[config.mk]
export PLATFORM = sky130hd
export DESIGN_NAME = qq_op_ctrl_flat
export DESIGN_NICKNAME = d
export VERILOG_FILES = /design/src/rtl/qq_op_ctrl_if.sv /design/src/rtl/qq_op_ctrl.sv /design/src/flat_wrapper.sv
export SDC_FILE = /design/constraint.sdc
export NUM_CORES = 1
export LEC_CHECK = 0
export BUFFER_PORTS_ARGS = -buffer_cell sky130_fd_sc_hd__buf_2
export CAP_MARGIN = 20
export CORE_ASPECT_RATIO = 1.5
export CORE_MARGIN = 1
export CORE_UTILIZATION = 49
export CTS_CLUSTER_DIAMETER = 30
export CTS_CLUSTER_SIZE = 25
export DETAILED_ROUTE_END_ITERATION = 12
export PLACE_DENSITY = 0.77
export SLEW_MARGIN = 20
export SYNTH_ARGS = -nofsm -noshare
export SYNTH_HDL_FRONTEND = slang
export SYNTH_SLANG_ARGS = --single-unit
[constraint.sdc]
create_clock -name clk -period 3.81 [get_ports clk]
set_clock_uncertainty 0.1 [all_clocks]
set_input_delay 0.762 -clock clk [delete_from_list [all_inputs] [get_ports clk]]
set_output_delay 0.762 -clock clk [all_outputs]
set_load 0.01 [all_outputs]
[src/rtl/qq_op_ctrl_if.sv]
// Client request/response bus and queue-engine strobe bus used by the
// QuickQ request sequencer.
interface qq_req_if #(parameter int DW = 32);
  logic          req_valid;
  logic          req_op;
  logic [DW-1:0] req_data;
  logic          req_ready;
  logic          rsp_valid;
  logic [DW-1:0] rsp_data;
  logic          rsp_err;
  logic          rsp_ready;

  modport master (
    output req_valid, req_op, req_data, rsp_ready,
    input  req_ready, rsp_valid, rsp_data, rsp_err
  );
  modport slave (
    input  req_valid, req_op, req_data, rsp_ready,
    output req_ready, rsp_valid, rsp_data, rsp_err
  );
endinterface

interface qq_eng_if #(parameter int DW = 32);
  logic          enq;
  logic          deq;
  logic [DW-1:0] eng_data;
  logic          eng_done;
  logic [DW-1:0] eng_rdata;
  logic [31:0]   last_addr;
  logic [31:0]   new_last;

  modport master (
    output enq, deq, eng_data, last_addr,
    input  eng_done, eng_rdata, new_last
  );
  modport slave (
    input  enq, deq, eng_data, last_addr,
    output eng_done, eng_rdata, new_last
  );
endinterface

[src/rtl/qq_op_ctrl.sv]
// QuickQ request sequencer: screens client enq/deq requests, holds the engine
// strobe until done, adopts the counter's new last pointer and responds.
//
// state | meaning
// IDLE  | ready for a client request
// ISSUE | enq/deq strobe held, waiting for eng_done or timeout
// UPD   | new_last valid; adopt it and check against expected pointer
// RESP  | response presented until rsp_ready
module qq_op_ctrl #(
  parameter int DEPTH   = 16,
  parameter int DW      = 32,
  parameter int TIMEOUT = 64
) (
  input  logic       clk,
  input  logic       rst,
  qq_req_if.slave    req,
  qq_eng_if.master   eng,
  output logic       full,
  output logic       empty,
  output logic       sync_err
);

  localparam int TW = $clog2(TIMEOUT + 1);
  localparam logic [TW-1:0] TMR_LOAD = TW'(TIMEOUT - 1);

  typedef enum logic [1:0] {IDLE, ISSUE, UPD, RESP} state_t;

  state_t        state_q, state_d;
  logic          op_q, op_d;
  logic [DW-1:0] data_q, data_d;
  logic [DW-1:0] rdata_q, rdata_d;
  logic [TW-1:0] tmr_q, tmr_d;
  logic          enq_q, enq_d;
  logic          deq_q, deq_d;
  logic [31:0]   last_q, last_d;
  logic          rsp_valid_q, rsp_valid_d;
  logic [DW-1:0] rsp_data_q, rsp_data_d;
  logic          rsp_err_q, rsp_err_d;
  logic          sync_q, sync_d;
  logic [31:0]   exp_last;
  logic          mismatch;

  assign full          = (last_q == 32'(DEPTH));
  assign empty         = (last_q == 32'd0);
  assign req.req_ready = (state_q == IDLE) && rst;
  assign req.rsp_valid = rsp_valid_q;
  assign req.rsp_data  = rsp_data_q;
  assign req.rsp_err   = rsp_err_q;
  assign eng.enq       = enq_q;
  assign eng.deq       = deq_q;
  assign eng.eng_data  = data_q;
  assign eng.last_addr = last_q;
  assign sync_err      = sync_q;

  always_ff @(posedge clk or negedge rst) begin
    if (!rst) begin
      state_q     <= IDLE;
      op_q        <= 1'b0;
      data_q      <= '0;
      rdata_q     <= '0;
      tmr_q       <= '0;
      enq_q       <= 1'b0;
      deq_q       <= 1'b0;
      last_q      <= '0;
      rsp_valid_q <= 1'b0;
      rsp_data_q  <= '0;
      rsp_err_q   <= 1'b0;
      sync_q      <= 1'b0;
    end else begin
      state_q     <= state_d;
      op_q        <= op_d;
      data_q      <= data_d;
      rdata_q     <= rdata_d;
      tmr_q       <= tmr_d;
      enq_q       <= enq_d;
      deq_q       <= deq_d;
      last_q      <= last_d;
      rsp_valid_q <= rsp_valid_d;
      rsp_data_q  <= rsp_data_d;
      rsp_err_q   <= rsp_err_d;
      sync_q      <= sync_d;
    end
  end

  always_comb begin
    state_d     = state_q;
    op_d        = op_q;
    data_d      = data_q;
    rdata_d     = rdata_q;
    tmr_d       = tmr_q;
    enq_d       = enq_q;
    deq_d       = deq_q;
    last_d      = last_q;
    rsp_valid_d = rsp_valid_q;
    rsp_data_d  = rsp_data_q;
    rsp_err_d   = rsp_err_q;
    sync_d      = sync_q;
    exp_last    = op_q ? (last_q + 32'd1) : (last_q - 32'd1);
    mismatch    = (eng.new_last != exp_last);

    unique case (state_q)
      IDLE: begin
        if (req.req_valid) begin
          op_d    = req.req_op;
          data_d  = req.req_data;
          rdata_d = '0;
          if ((req.req_op && full) || (!req.req_op && empty)) begin
            state_d     = RESP;
            rsp_valid_d = 1'b1;
            rsp_err_d   = 1'b1;
            rsp_data_d  = '0;
          end else begin
            state_d = ISSUE;
            enq_d   = req.req_op;
            deq_d   = !req.req_op;
            tmr_d   = TMR_LOAD;
          end
        end
      end
      ISSUE: begin
        if (eng.eng_done) begin
          enq_d   = 1'b0;
          deq_d   = 1'b0;
          if (!op_q) rdata_d = eng.eng_rdata;
          state_d = UPD;
        end else if (tmr_q == '0) begin
          // Engine never answered: abort without touching the pointer.
          enq_d       = 1'b0;
          deq_d       = 1'b0;
          state_d     = RESP;
          rsp_valid_d = 1'b1;
          rsp_err_d   = 1'b1;
          rsp_data_d  = '0;
        end else begin
          tmr_d = tmr_q - TW'(1);
        end
      end
      UPD: begin
        last_d      = eng.new_last;
        if (mismatch) sync_d = 1'b1;
        rsp_valid_d = 1'b1;
        rsp_err_d   = mismatch;
        rsp_data_d  = (op_q || mismatch) ? '0 : rdata_q;
        state_d     = RESP;
      end
      RESP: begin
        if (req.rsp_ready) begin
          rsp_valid_d = 1'b0;
          rsp_err_d   = 1'b0;
          rsp_data_d  = '0;
          state_d     = IDLE;
        end
      end
      default: state_d = IDLE;
    endcase
  end

endmodule

[src/flat_wrapper.sv]
// flat-port wrapper written by rule: the top's interface ports become plain ports
module qq_op_ctrl_flat 
#(
  parameter int DEPTH   = 16,
  parameter int DW      = 32,
  parameter int TIMEOUT = 64
)
  (clk, rst, full, empty, sync_err, req_req_valid, req_req_op, req_req_data, req_rsp_ready, req_req_ready, req_rsp_valid, req_rsp_data, req_rsp_err, eng_enq, eng_deq, eng_eng_data, eng_last_addr, eng_eng_done, eng_eng_rdata, eng_new_last);
  qq_req_if #(.DW(DW)) req_i ();
  qq_eng_if #(.DW(DW)) eng_i ();
  input  logic clk;
  input  logic rst;
  output logic full;
  output logic empty;
  output logic sync_err;
  input wire logic [$bits(req_i.req_valid)-1:0] req_req_valid;
  input wire logic [$bits(req_i.req_op)-1:0] req_req_op;
  input wire logic [$bits(req_i.req_data)-1:0] req_req_data;
  input wire logic [$bits(req_i.rsp_ready)-1:0] req_rsp_ready;
  output wire logic [$bits(req_i.req_ready)-1:0] req_req_ready;
  output wire logic [$bits(req_i.rsp_valid)-1:0] req_rsp_valid;
  output wire logic [$bits(req_i.rsp_data)-1:0] req_rsp_data;
  output wire logic [$bits(req_i.rsp_err)-1:0] req_rsp_err;
  output wire logic [$bits(eng_i.enq)-1:0] eng_enq;
  output wire logic [$bits(eng_i.deq)-1:0] eng_deq;
  output wire logic [$bits(eng_i.eng_data)-1:0] eng_eng_data;
  output wire logic [$bits(eng_i.last_addr)-1:0] eng_last_addr;
  input wire logic [$bits(eng_i.eng_done)-1:0] eng_eng_done;
  input wire logic [$bits(eng_i.eng_rdata)-1:0] eng_eng_rdata;
  input wire logic [$bits(eng_i.new_last)-1:0] eng_new_last;
  assign req_i.req_valid = req_req_valid;
  assign req_i.req_op = req_req_op;
  assign req_i.req_data = req_req_data;
  assign req_i.rsp_ready = req_rsp_ready;
  assign req_req_ready = req_i.req_ready;
  assign req_rsp_valid = req_i.rsp_valid;
  assign req_rsp_data = req_i.rsp_data;
  assign req_rsp_err = req_i.rsp_err;
  assign eng_enq = eng_i.enq;
  assign eng_deq = eng_i.deq;
  assign eng_eng_data = eng_i.eng_data;
  assign eng_last_addr = eng_i.last_addr;
  assign eng_i.eng_done = eng_eng_done;
  assign eng_i.eng_rdata = eng_eng_rdata;
  assign eng_i.new_last = eng_new_last;
  qq_op_ctrl #(.DEPTH(DEPTH), .DW(DW), .TIMEOUT(TIMEOUT)) u_core (.clk(clk), .rst(rst), .req(req_i), .eng(eng_i), .full(full), .empty(empty), .sync_err(sync_err));
endmodule
**Word-level counts from Yosys, hierarchy flattened**

Index checks and enable logic that the tools add are counted.

- Word-level logic and storage cells: 85
- Bits in registers: 143
- Output and inout port bits: 104

- Reduce and logical (&&, ||, !) cells: 17
- Eq/ne operators: 15
- Multiplexer cells: 38
- Add/sub/neg operators: 3

Operators with widths:

| kind | number |
|---|---|
| $mux W32 | 10 |
| $pmux W32 S4 | 1 |
| $pmux W32 S2 | 1 |
| $add A32 B1 Y32 const B | 1 |
| $eq A32 B5 Y1 const B | 1 |
| $logic_not A32 Y1 | 1 |
| $ne A32 B32 Y1 | 1 |
| $sub A32 B1 Y32 const B | 1 |
| $mux W7 | 4 |
| $ne A2 B2 Y1 const B | 8 |
| $pmux W7 S2 | 1 |
| $mux W1 | 11 |
| $mux W2 | 5 |
| $reduce_and A5 Y1 | 2 |
| $pmux W1 S4 | 2 |
| $pmux W2 S4 | 1 |
| $reduce_and A4 Y1 | 2 |
| $logic_not A7 Y1 | 1 |
| $sub A7 B1 Y7 const B | 1 |
| $eq A2 B2 Y1 const B | 2 |
| $pmux W1 S2 | 2 |
| $reduce_and A2 Y1 | 2 |
| $logic_and A1 B1 Y1 | 3 |
| $ne A3 B2 Y1 const B | 1 |
| 7 further kinds | 8 |

**Depth between registers and ports, before layout**

Gate-level depths: netlist (run 1).

- Depth in word-level cells: 6
- Mapped depth: 13
- Gate-level depth less buffers: 11

**Worst setup path before layout (run 1)**

OpenSTA, ideal clock, no wires.

- Path type: flip-flop to flip-flop
- From: register u_core.op_q
- To: register u_core.rsp_err_q (netlist: u_core.req.rsp_err)
- Data required time: 3.590 ns
- Stages on the path, launching flop included: 13
- Path buffers: 1
- Arrival time: 3.516 ns
- Library setup time: 0.120 ns
- Path slack: 0.073 ns
- Cell sequence: dfrtp_1 > inv_1 > ha_1 > buf_6 > a21o_1 > a21oi_2 > a211oi_1 > a2111oi_2 > o211ai_1 > a2111o_1 > nor4_2 > o2111ai_2 > a31o_2

- Word-level cells in the longest chain between the ends: 3

Ends and longest elaborated chain:

| item | line | RTL |
|---|---|---|
| start, declared | qq_op_ctrl.sv:29 | `logic op_q, op_d;` |
| start signal, assigned | qq_op_ctrl.sv:71 | `op_q <= op_d;` |
| $mux W32 | qq_op_ctrl.sv:98 | `exp_last = op_q ? (last_q + 32'd1) : (last_q - 32'd1);` |
| $ne A32 B32 Y1 | qq_op_ctrl.sv:99 | `mismatch = (eng.new_last != exp_last);` |
| $pmux W1 S4 | qq_op_ctrl.sv:101 | `unique case (state_q)` |
| end signal, assigned | qq_op_ctrl.sv:80 | `rsp_err_q <= rsp_err_d;` |
| end, declared | qq_op_ctrl.sv:38 | `logic rsp_err_q, rsp_err_d;` |

Every way passes these cells.
A chain may end at the register's enable or synchronous reset.

**Worst setup path in the final report (run 1)**

- From: register u_core.op_q
- To: register u_core.rsp_data_q[25] (netlist: u_core.req.rsp_data[25])

- Word-level cells in the longest chain between the ends: 5

Ends and longest elaborated chain:

| item | line | RTL |
|---|---|---|
| $mux W32 | qq_op_ctrl.sv:98 |  |
| $ne A32 B32 Y1 | qq_op_ctrl.sv:99 |  |
| $logic_or A1 B1 Y1 (*) | qq_op_ctrl.sv:143 | `rsp_data_d = (op_q \|\| mismatch) ? '0 : rdata_q;` |
| $mux W32 (*) | qq_op_ctrl.sv:143 |  |
| $pmux W32 S4 (*) | qq_op_ctrl.sv:101 |  |
| end signal, assigned | qq_op_ctrl.sv:79 | `rsp_data_q <= rsp_data_d;` |
| end, declared | qq_op_ctrl.sv:37 | `logic [DW-1:0] rsp_data_q, rsp_data_d;` |

Mark *: on every way between the ends. The rest lies on a longest branch, timed or not.

==> results.md, run 1 <==
- Status: complete, but fails checks
- Failing checks: negative setup slack
- Clock power frac: 0.137
- Nets: 1295
- Distinct cells, synth: between 70 and 80
- Root Driver: clkbuf_16
- Met1 WL: 9530 µm
- Layout fillers: 1411
- Ys Warns: 0
- Final Max Tran Viols: 0
- Synth area leader: dfrtp_1
- Crit. End Element: flop
- Initial DRC Count: 476
- Synthesis-to-finish area growth: 29.3%
- CP startpoint kind: flop
- Top area cells in the synthesized netlist: dfrtp_1, mux2_2, nand2_1
- Max-Cap Viols: 0
- Detailed-route DRC error count: 0
- Worst endpoint required time: 4.06 ns
- Pint: 6310 µW
- Leakage: approximately 0.0050 µW
- FF-to-FF path depth: 14
- Tmin final: around 3.8 ns
- Total Routing Usage GR: 0.290
- Switching part of the total: 0.483
- Async S/R FF share, synth: 1.00
- Pin count of the biggest net entering global routing: 144
- Initial Util: 0.506
- Initial antenna violation count: 0
- Rel. slew slack: 0.490
- Clk buf depth: 2
- Fin area: approximately 11000 µm²
- Die width: 110 µm
- Hold WC Path Type: primary input to asynchronous set/reset pin
- Final TNS setup: -0.202 ns
- Switching pwr: 5890 µW
- DR WL met3: 1470 µm
- Critical path class: flop to flop
- Core area: between 15000 and 20000 µm²
- Worst IR Drop VDD: 633 µV
- Detailed Route WL: 26600 µm
- XOR/XNOR Fraction of Synth Area: 0.0417
- Core Util, Final: 0.654
- Critical Path AT: 4.09 ns
- Worst-Margin Slew: ~0.76 ns
- Grt ovf: 0
- Part of the power in registers: 0.196
- Detail Placement HPWL: 18700 µm
- Post-route ant nets: 0
- Synth Area in Adders: 0.0565
- Cells after Synth: 918
- Synthesized cell area: between 8000 and 9000 µm²
- Sink Count: 143
- Global-route wire length before repair: approximately 40000 µm
- Setup violators final: 20
- Mux contribution to synthesized area: 0.0927
- Worst-path maximum fanout: 8
- Non-filler cells, final: 1378
- Yosys reg bits: around 140
- Layout cells sized above 1: 0.393
- Placed cell area: 10000 µm²
- Post-synthesis compound-gate area fraction: 0.190
- Detailed Routing Iterations Pass 1: 5
- Number of global-route vias before repair: roughly 7900
- Gp weighted congestion: 1.01
- R2R Path Start: u_core.op_q
- Syn Area/Cell: just over 9 µm²
- Sequential-to-total area share from yosys stat: 0.419
- Cell Pwr Density: 1100 nW/µm²
- Post-synth top flop: dfrtp_1
- Final Worst Setup Slack: -0.0328 ns
- Via-to-Cell Ratio: 5.81
- Comb power frac: 0.667
- Critical R2R Capture: u_core.req.rsp_data[25]
- Hold Buf Count CTS: 0
- EDFF count, synth: 0
- # IOs: 206
- Placed cell count: 1333
- Simple-Gate Fraction of Synth Area: 0.163
- Die H: 164 µm
- F_max: 0.260 GHz
- Die ar.: approximately 18000 µm²
- Max layer used: met4
- Main combinational cell family by area after synthesis: compound AO/OA/AOI/OAI gates
- Std-Cell Rows: 58
- Synth Net Count: 1058
- Reg clk slew, reported paths: around 0.070 ns
- N_diodes: 0
- Clock buffer count from CTS: 17
- Port bufs: 205
- Reg-to-reg setup timing slack: -0.03 ns
- Yosys top cell area share: 0.419
- DR vias: 8009
- Htree depth: 4
- Final Hold Viols: 0
- CTS tree: yes
- WL/cell: 19.3 µm
- Clock latency at the later pin of the worst-skew pair: approximately 0.43 ns
- Met2 WL: 14000 µm
- Final Cycle Share: 1.01
## logic make-up (layout without fill, tap and decap cells)
family	count (synthesis)	in the layout
AOI/OAI and AO/OA	242	242
xor gates and xnor gates	39	39
adders and majority gates	38	38
buffers and inverters	73	323
DFF	143	143
muxes	71	71
and+or+nand+nor	312	312
## worst max-delay path, cell delays in order (launching register included)
cell	delay, ns
dfrtp_1	0.41
inv_4	0.15
clkbuf_16	0.20
ha_1	0.35
a21oi_2	0.33
o21a_1	0.22
mux2i_1	0.22
o2111ai_1	0.15
a2111oi_2	0.31
nand4_1	0.21
nor4_4	0.30
buf_4	0.16
o2111ai_4	0.22
clkbuf_16	0.27
o21ai_2	0.13
## how the worst max path moves through the flow
stage	startpoint	endpoint
after floorplan	u_core.op_q	u_core.req.rsp_err
after global placement	u_core.op_q	u_core.req.rsp_data[17]
after detailed placement	u_core.op_q	u_core.req.rsp_data[17]
after CTS	u_core.op_q	u_core.req.rsp_data[17]
after global routing	u_core.op_q	u_core.req.rsp_data[17]
final	u_core.op_q	u_core.req.rsp_data[25]
## sequential cells by signal, summed over array words and instances, names as in the netlist
register	flops
u_core.req.rsp_err	1
u_core.op_q	1
u_core.eng.enq	1
u_core.req.rsp_data	32
u_core.req.rsp_valid	1
u_core.eng.last_addr	32
u_core.sync_err	1
u_core.tmr_q	7
u_core.eng.eng_data	32
u_core.state_q	2
u_core.eng.deq	1
u_core.rdata_q	32
## synthesized netlist by cell type, drive strengths merged (8+ instances only)
| cell type | instances |
|---|---|
| nand2 | 180 |
| dfrtp | 143 |
| o21ai | 103 |
| mux2 | 65 |
| a21oi | 47 |
| nor2 | 44 |
| ha | 37 |
| clkbuf | 34 |
| xnor2 | 24 |
| inv | 23 |
| nand4 | 20 |
| nand3 | 17 |
| a211oi | 16 |
| buf | 16 |
| xor2 | 14 |
| nor3 | 9 |
| nor4 | 9 |
| o21a | 9 |
| o211ai | 8 |
## timing repair
action                     4_1_cts  5_1_grt
pin swaps                        0       15
cloned                           0        6
resized for setup                2       67
setup endpoints to repair       32       34
buffers inserted                 0        7
## power groups by stage
stage	registers [µW]	clock network, µW	logic, µW
6_report	2390	1670	8140
5_1_grt	2460	1750	8770
4_1_cts	2380	1690	7280
3_5_place_dp	2400	0	7210
3_3_place_gp	2380	0	7170
2_1_floorplan	2510	0	4620
## layout by cell type, fill, tap and decap left out, types with 13 or more instances in the layout
master,instances
dfrtp_1,142
xnor2_1,21
inv_1,22
nor2_1,42
buf_2,204
a21oi_1,36
buf_4,54
ha_2,15
nand3_1,17
a211oi_1,13
ha_1,19
nand4_1,20
o21ai_2,33
mux2_2,65
o21ai_0,64
clkbuf_16,21
nand2_1,179
## routing by layer
layer / up-vias / track usage
met5: - / 0
met2: 316 / 0.514
met1: 3830 / 0.317
met4: 0 / 0.170
met3: 104 / 0.0544
li1: 3759 / -
## final cells by class
class                           count  area, µm²  share of cell area
Sequential cell                   143       3580               0.324
Timing Repair Buffer              268       1620               0.147
Clock buffer                       18        439              0.0397
Inverter                           23       88.8             0.00804
Tap cell                          210        263              0.0238
Multi-Input combinational cell    702       4920               0.445
Clock inverter                     14        145              0.0131
## per-stage QoR
| stage | setup WS (ns) | hold slack (ns) | power, µW |
|---|---|---|---|
| CTS | 0.0111 | 0.378 | 11400 |
| detailed placement | -0.0314 | 0.363 | 9610 |
| global route | -0.146 | 0.400 | 13000 |
| finish | -0.0328 | 0.353 | 12200 |
| global placement | 0.0296 | 0.357 | 9540 |
| floorplan | 0.0735 | 0.350 | 7130 |
(Power assumes the default switching activity.)
==> run 2, diff against run 1 <==
Settings changed: CORE_UTILIZATION 49 to 25, PLACE_DENSITY 0.77 to default.
==> run 2 against run 1 <==
Compared with the run above: cell count grew 15%; clock-buffer cell count grew 3; sequential power grew 2%; hold slack gained 0.019 ns; critical path depth is the same; combinational power grew 9.0%; maximum frequency grew 3.6%; highest routed layer is now met5; via count shrank 1.3%; worst setup slack gained 0.13 ns; the flow now finishes without violations.
==> results.md, run 2 (synthesized netlist as in run 1, its figures left out) <==
- Leakage: 0.00510 µW (+1.1%)
- CTS tree: yes
- Status: finished clean
- Root Driver: clkbuf_16
- WL/cell: 18.9 µm (-2.0%)
- Hold path start: u_core.req.rsp_data[19]
- F_max: 0.270 GHz (+3.6%)
- Part of the power in registers: 0.187 (-0.009)
- Design Power: 13000 µW (+6.9%)
- Switching part of the total: 0.475 (-0.00815)
- Die width: 153 µm (+39%)
- Port bufs: 205 (unchanged)
- WHS Path Cells: 2
- Non-filler cells, final: 1589 (+15%)
- Initial Util: 0.255 (-0.251)
- Std-Cell Rows: 82 (+41%)
- Worst-path maximum fanout: 8 (unchanged)
- Final Worst Setup Slack: 0.0995 ns (+0.132 ns)
- Hold WC Path Type: flop to flop
- Nets: 1296 (+0.077%)
- Final Max Tran Viols: 0 (unchanged)
- Layout cells sized above 1: 0.415 (+0.0223)
- Global-route wire length before repair: 44000 µm (+11%)
- Die H: 228 µm (+40%)
- Worst endpoint required time: 4.08 ns (+0.02 ns)
- Critical Path AT: 3.98 ns (-0.11 ns)
- Clock buffer count from CTS: 17 (unchanged)
- Most frequent cells in the layout: buf_2, nand2_1, dfrtp_1
- Clock latency at the later pin of the worst-skew pair: 0.44 ns (about the same)
- Hold Buf Count CTS: 0 (unchanged)
- Worst-Margin Slew: 0.960 ns (+0.196 ns)
- Via-to-Cell Ratio: 4.98 (-14%)
- Setup violators final: 0 (-100%)
- Critical R2R Capture: u_core.req.rsp_data[12]
- Total Routing Usage GR: 0.166 (-0.124)
- # IOs: 206 (unchanged)
- FF-to-FF path depth: 14 (unchanged)
- Synthesis-to-finish area growth: 36.2%
- Grt ovf: 0 (unchanged)
- Pin count of the biggest net entering global routing: 144 (unchanged)
- Final Hold Viols: 0 (unchanged)
- Placed cell count: 1547 (+16%)
- DR vias: 7908 (-1.3%)
- Detailed Routing Iterations Pass 1: 4 (-1)
- Sink Count: 143 (unchanged)
- Cell Pwr Density: 1120 nW/µm² (+1.5%)
- Detail Placement HPWL: 22200 µm (+19%)
- Tmin final: 3.71 ns (-0.132 ns)
- Worst IR Drop VDD: 379 µV (-40%)
- Pint: 6850 µW (+8.6%)
- Most common cell after layout, fill and taps aside: buf_2
- Core area: 33500 µm² (+98%)
- Detailed-route DRC error count: 0 (unchanged)
- Switching pwr: 6190 µW (+5.1%)
- Die ar.: 35000 µm² (+94%)
- Clk buf depth: 2 (unchanged)
- Hold worst-path end: u_core.req.rsp_data[19]
- Gp weighted congestion: 0.950 (-6.3%)
- Comb power frac: 0.680 (+0.013)
- Htree depth: 4 (unchanged)
- Setup WS pre-CTS: -0.125 ns (-0.0938 ns)
- Clock power frac: 0.132 (-0.005)
- Post-route ant nets: 0 (unchanged)
- Number of global-route vias before repair: 7913 (-0.21%)
- Final Cycle Share: 0.974 (-0.0347)
- Detailed Route WL: 30100 µm (+13%)
- Max-Cap Viols: 0 (unchanged)
- Crit. End Element: flop
- Critical path class: flop to flop
- Rel. slew slack: 0.360 (-0.130)
- R2R Path Start: u_core.op_q
- Reg-to-reg setup timing slack: 0.1 ns (+0.13 ns)
- Reg clk slew, reported paths: 0.06 ns (about the same)
- Initial DRC Count: 380 (-20%)
- Initial antenna violation count: 2 (+2)
- CP startpoint kind: flop
-- run 2: worst max path at each step --
stage               cells after the start                       to        start  slack [ns]
floorplan                              12       u_core.req.rsp_err  u_core.op_q        0.07
global placement                       15  u_core.req.rsp_data[18]  u_core.op_q       -0.12
detailed placement                     15  u_core.req.rsp_data[17]  u_core.op_q       -0.13
CTS                                    13  u_core.req.rsp_data[18]  u_core.op_q      0.0007
global route                           14   u_core.req.rsp_data[0]  u_core.op_q       -0.02
finish                                 14  u_core.req.rsp_data[12]  u_core.op_q         0.1
-- run 2: layout make-up --
cell class,instances,area (µm²)
Fill cell,3443,21900
Tap cell,420,526
Inverter,23,88.8
Antenna cell,1,2.50
Multi-Input combinational cell,702,5230
Clock inverter,10,138
Clock buffer,21,450
Sequential cell,143,3580
Timing Repair Buffer,269,1630
-- run 2: per-layer routing --
metal	vias to the layer above	global-route usage	routed length (µm)
met3	80	0.0398	1520
met2	275	0.311	16300
met4	2	0.100	1700
met1	3789	0.164	10600
met5	-	0	8
li1	3762	-	-
-- run 2: worst max-delay path: stages (launching register included) --
cell,delay (ns)
dfrtp_1,0.41
inv_4,0.14
clkbuf_16,0.21
ha_2,0.33
a21oi_1,0.19
o21ai_2,0.14
a32oi_4,0.24
and4_1,0.22
nand4_1,0.17
a2111o_1,0.38
nor4_4,0.31
buf_4,0.17
o2111ai_4,0.21
clkbuf_16,0.27
o21ai_2,0.13
-- run 2: timing repair --
action                                 4_1_cts  5_1_grt
endpoints found under the hold margin        0        0
setup endpoints to repair                   33       34
resized for setup                            1      121
pin swaps                                    0       21
setup buffers                                0        4
cloned                                       0        6
-- run 2: power groups by stage --
stage,Sequential (µW),Combinational (µW),Clock (µW)
CTS,2410,7520,1790
global route,2520,9500,1830
floorplan,2510,4620,0
finish,2440,8870,1730
global placement,2420,7490,0
detailed placement,2430,7490,0
-- run 2: per-stage QoR --
step | hold WS [ns] | setup TNS (ns) | area [µm²] | util
global placement | 0.358 | -2.76 | 10300 | 0.308
CTS | 0.374 | 0 | 10900 | 0.325
global route | 0.400 | -0.114 | 11600 | 0.347
floorplan | 0.350 | 0 | 8550 | -
finish | 0.372 | 0 | 11600 | 0.347
detailed placement | 0.360 | -2.28 | 10300 | 0.308
==> run 3, diff against run 2 <==
Settings changed: CTS_BUF_LIST from default to sky130_fd_sc_hd__clkbuf_8 sky130_fd_sc_hd__clkbuf_16.
==> run 3 against run 2 <==
Compared with the run above: largest cell class unchanged; largest power group unchanged; clock power about the same; worst setup slack improved by 0.0039 ns; register-to-register slack about the same; global-route usage unchanged; critical endpoint unchanged.
==> results.md, run 3 (synthesized netlist as in run 1, its figures left out) <==
- Status: finished clean
- Grt ovf: 0 (unchanged)
- Reg clk slew, reported paths: 0.06 ns (about the same)
- Worst stage delay on the critical path: 0.45 ns (+0.04 ns)
- Final hold slack: 0.372 ns (-0.00000200 ns)
- Worst-Margin Slew: 0.957 ns (-0.00300 ns)
- Hold WC Path Type: flop to flop
- Layout cells sized above 1: 0.415 (unchanged)
- Htree depth: 4 (unchanged)
- Worst IR Drop VDD: 380 µV (+0.35%)
- Worst endpoint required time: 4.08 ns (about the same)
- CP Depth: 14 (unchanged)
- Max-Cap Viols: 0 (unchanged)
- Critical path class: flop to flop
- CTS tree: yes
- Die H: 228 µm (unchanged)
- Hold Buf Count CTS: 0 (unchanged)
- Reg-to-reg setup timing slack: 0.10 ns (about the same)
- Clk buf depth: 2 (unchanged)
- Critical Path Slowest Stage Cell: ha_2
- Clock latency at the later pin of the worst-skew pair: 0.44 ns (about the same)
- Die width: 153 µm (unchanged)
- Detail Placement HPWL: 22200 µm (unchanged)
- Setup violators final: 0 (unchanged)
- Worst-path maximum fanout: 8 (unchanged)
- Initial Util: 0.255 (unchanged)
- Worst setup path end: u_core.req.rsp_data[12]
- F_max: 0.270 GHz (+0.10%)
- R2R Path Start: u_core.op_q
- Critical Path AT: 3.97 ns (about the same)
- Via-to-Cell Ratio: 4.97 (-0.18%)
- Non-filler cells, final: 1590 (+0.063%)
- Number of global-route vias before repair: 7915 (+0.025%)
- Detailed Route WL: 30100 µm (about the same)
- Most common cell after layout, fill and taps aside: buf_2
- Sink Count: 143 (unchanged)
- Final Max Tran Viols: 0 (unchanged)
- Tmin final: 3.71 ns (-0.00387 ns)
- Critical R2R Capture: u_core.req.rsp_data[12]
- Gp weighted congestion: 0.950 (unchanged)
- CP top delay family: compound AO/OA/AOI/OAI gates
- Port bufs: 205 (unchanged)
- Final Hold Viols: 0 (unchanged)
- Final TNS setup: 0 ns (unchanged)
- Worst path cell trace: inv_4, clkbuf_16, ha_2, nand2_1, o211ai_1, a211oi_1, a41oi_2, nand4_1, a2111o_1, nor4_4, buf_4, o2111ai_4, clkbuf_16, o21ai_2
- Crit. End Element: flop
- Cell Pwr Density: 1120 nW/µm² (-0.10%)
- Detailed-route DRC error count: 0 (unchanged)
- Initial antenna violation count: 2 (unchanged)
- WL/cell: 18.9 µm (about the same)
- Root Driver: clkbuf_16
- Most frequent cells in the layout: buf_2, nand2_1, dfrtp_1
- Std-Cell Rows: 82 (unchanged)
- CP startpoint kind: flop
- Core area: 33500 µm² (unchanged)
- Final Cycle Share: 0.973 (-0.00102)
- Placed cell count: 1547 (unchanged)
- # IOs: 206 (unchanged)
- Worst path bufs/invs: 4 (unchanged)
- Design Power: 13000 µW (about the same)
- Clock buffer count from CTS: 17 (unchanged)
- Die ar.: 35000 µm² (unchanged)
- Worst Setup SP: u_core.op_q
- Initial DRC Count: 370 (-2.6%)
- Total Routing Usage GR: 0.166 (unchanged)
- Pin count of the biggest net entering global routing: 144 (unchanged)
- Leakage: 0.00511 µW (+0.24%)
- DR vias: 7899 (-0.11%)
- Detailed Routing Iterations Pass 1: 5 (+1)
- Global-route wire length before repair: 44000 µm (unchanged)
- Nets: 1296 (unchanged)
- Synthesis-to-finish area growth: 36.2% (about the same)
- Most used cell, CP: clkbuf_16
- Post-route ant nets: 0 (unchanged)
- Rel. slew slack: 0.362 (+0.00200)
- FF-to-FF path depth: 14 (unchanged)
[run 3: cell types whose count changed in the layout (fill, tap and decap cells not counted), sizes merged]
| cell | delta |
|---|---|
| clkbuf | -3 |
| inv | +3 |
| diode | +1 |
[run 3: per-stage QoR]
stage          setup WS, ns  area (µm²)  utilization
2_1_floorplan        0.0735        8550            -
4_1_cts            0.000675       10900        0.325
3_5_place_dp         -0.125       10300        0.308
6_report              0.103       11600        0.347
5_1_grt             -0.0154       11600        0.347
3_3_place_gp         -0.116       10300        0.308
[run 3: where the power goes]
part / switching (µW) / internal, µW / leakage [µW]
clock network: 684 / 1030 / 0.000296
registers: 434 / 2010 / 0.00179
logic: 5070 / 3800 / 0.00302
[run 3: tightest hold or removal path: stages, from the launching register on]
cell	delay, ns
dfrtp_1	0.34
nand2_1	0.06
o21ai_2	0.05
[run 3: per-layer routing]
layer | vias up | routed length, µm | track usage
li1 | 3758 | - | -
met1 | 3787 | 10700 | 0.164
met2 | 270 | 16200 | 0.311
met3 | 82 | 1410 | 0.0398
met4 | 2 | 1740 | 0.100
met5 | - | 8 | 0
[run 3: final cells by class]
| type | instances | area, µm² |
|---|---|---|
| multi-input cells | 702 | 5230 |
| inverters | 23 | 88.8 |
| clock inverters | 13 | 149 |
| fillers | 3443 | 21900 |
| clock buffers | 18 | 439 |
| flip-flops and latches | 143 | 3580 |
| repair buffers | 269 | 1630 |
| well taps | 420 | 526 |
| diodes | 2 | 5.00 |
[run 3: what timing repair did]
action,CTS,global route
buffers inserted,0,4
setup endpoints to repair,33,34
pin swaps,0,21
cloned,0,6
gates resized for setup,1,121
[run 3: worst min path at each step]
stage | from | end | slack [ns] | cells past startpoint
finish | u_core.req.rsp_data[19] | u_core.req.rsp_data[19] | 0.37 | 2
global route | u_core.rdata_q[8] | u_core.rdata_q[8] | 0.40 | 2
CTS | u_core.req.rsp_data[12] | u_core.req.rsp_data[12] | 0.37 | 2
detailed placement | u_core.req.rsp_data[12] | u_core.req.rsp_data[12] | 0.36 | 2
global placement | u_core.req.rsp_data[20] | u_core.req.rsp_data[20] | 0.36 | 2
floorplan | u_core.rdata_q[0] | u_core.rdata_q[0] | 0.35 | 2
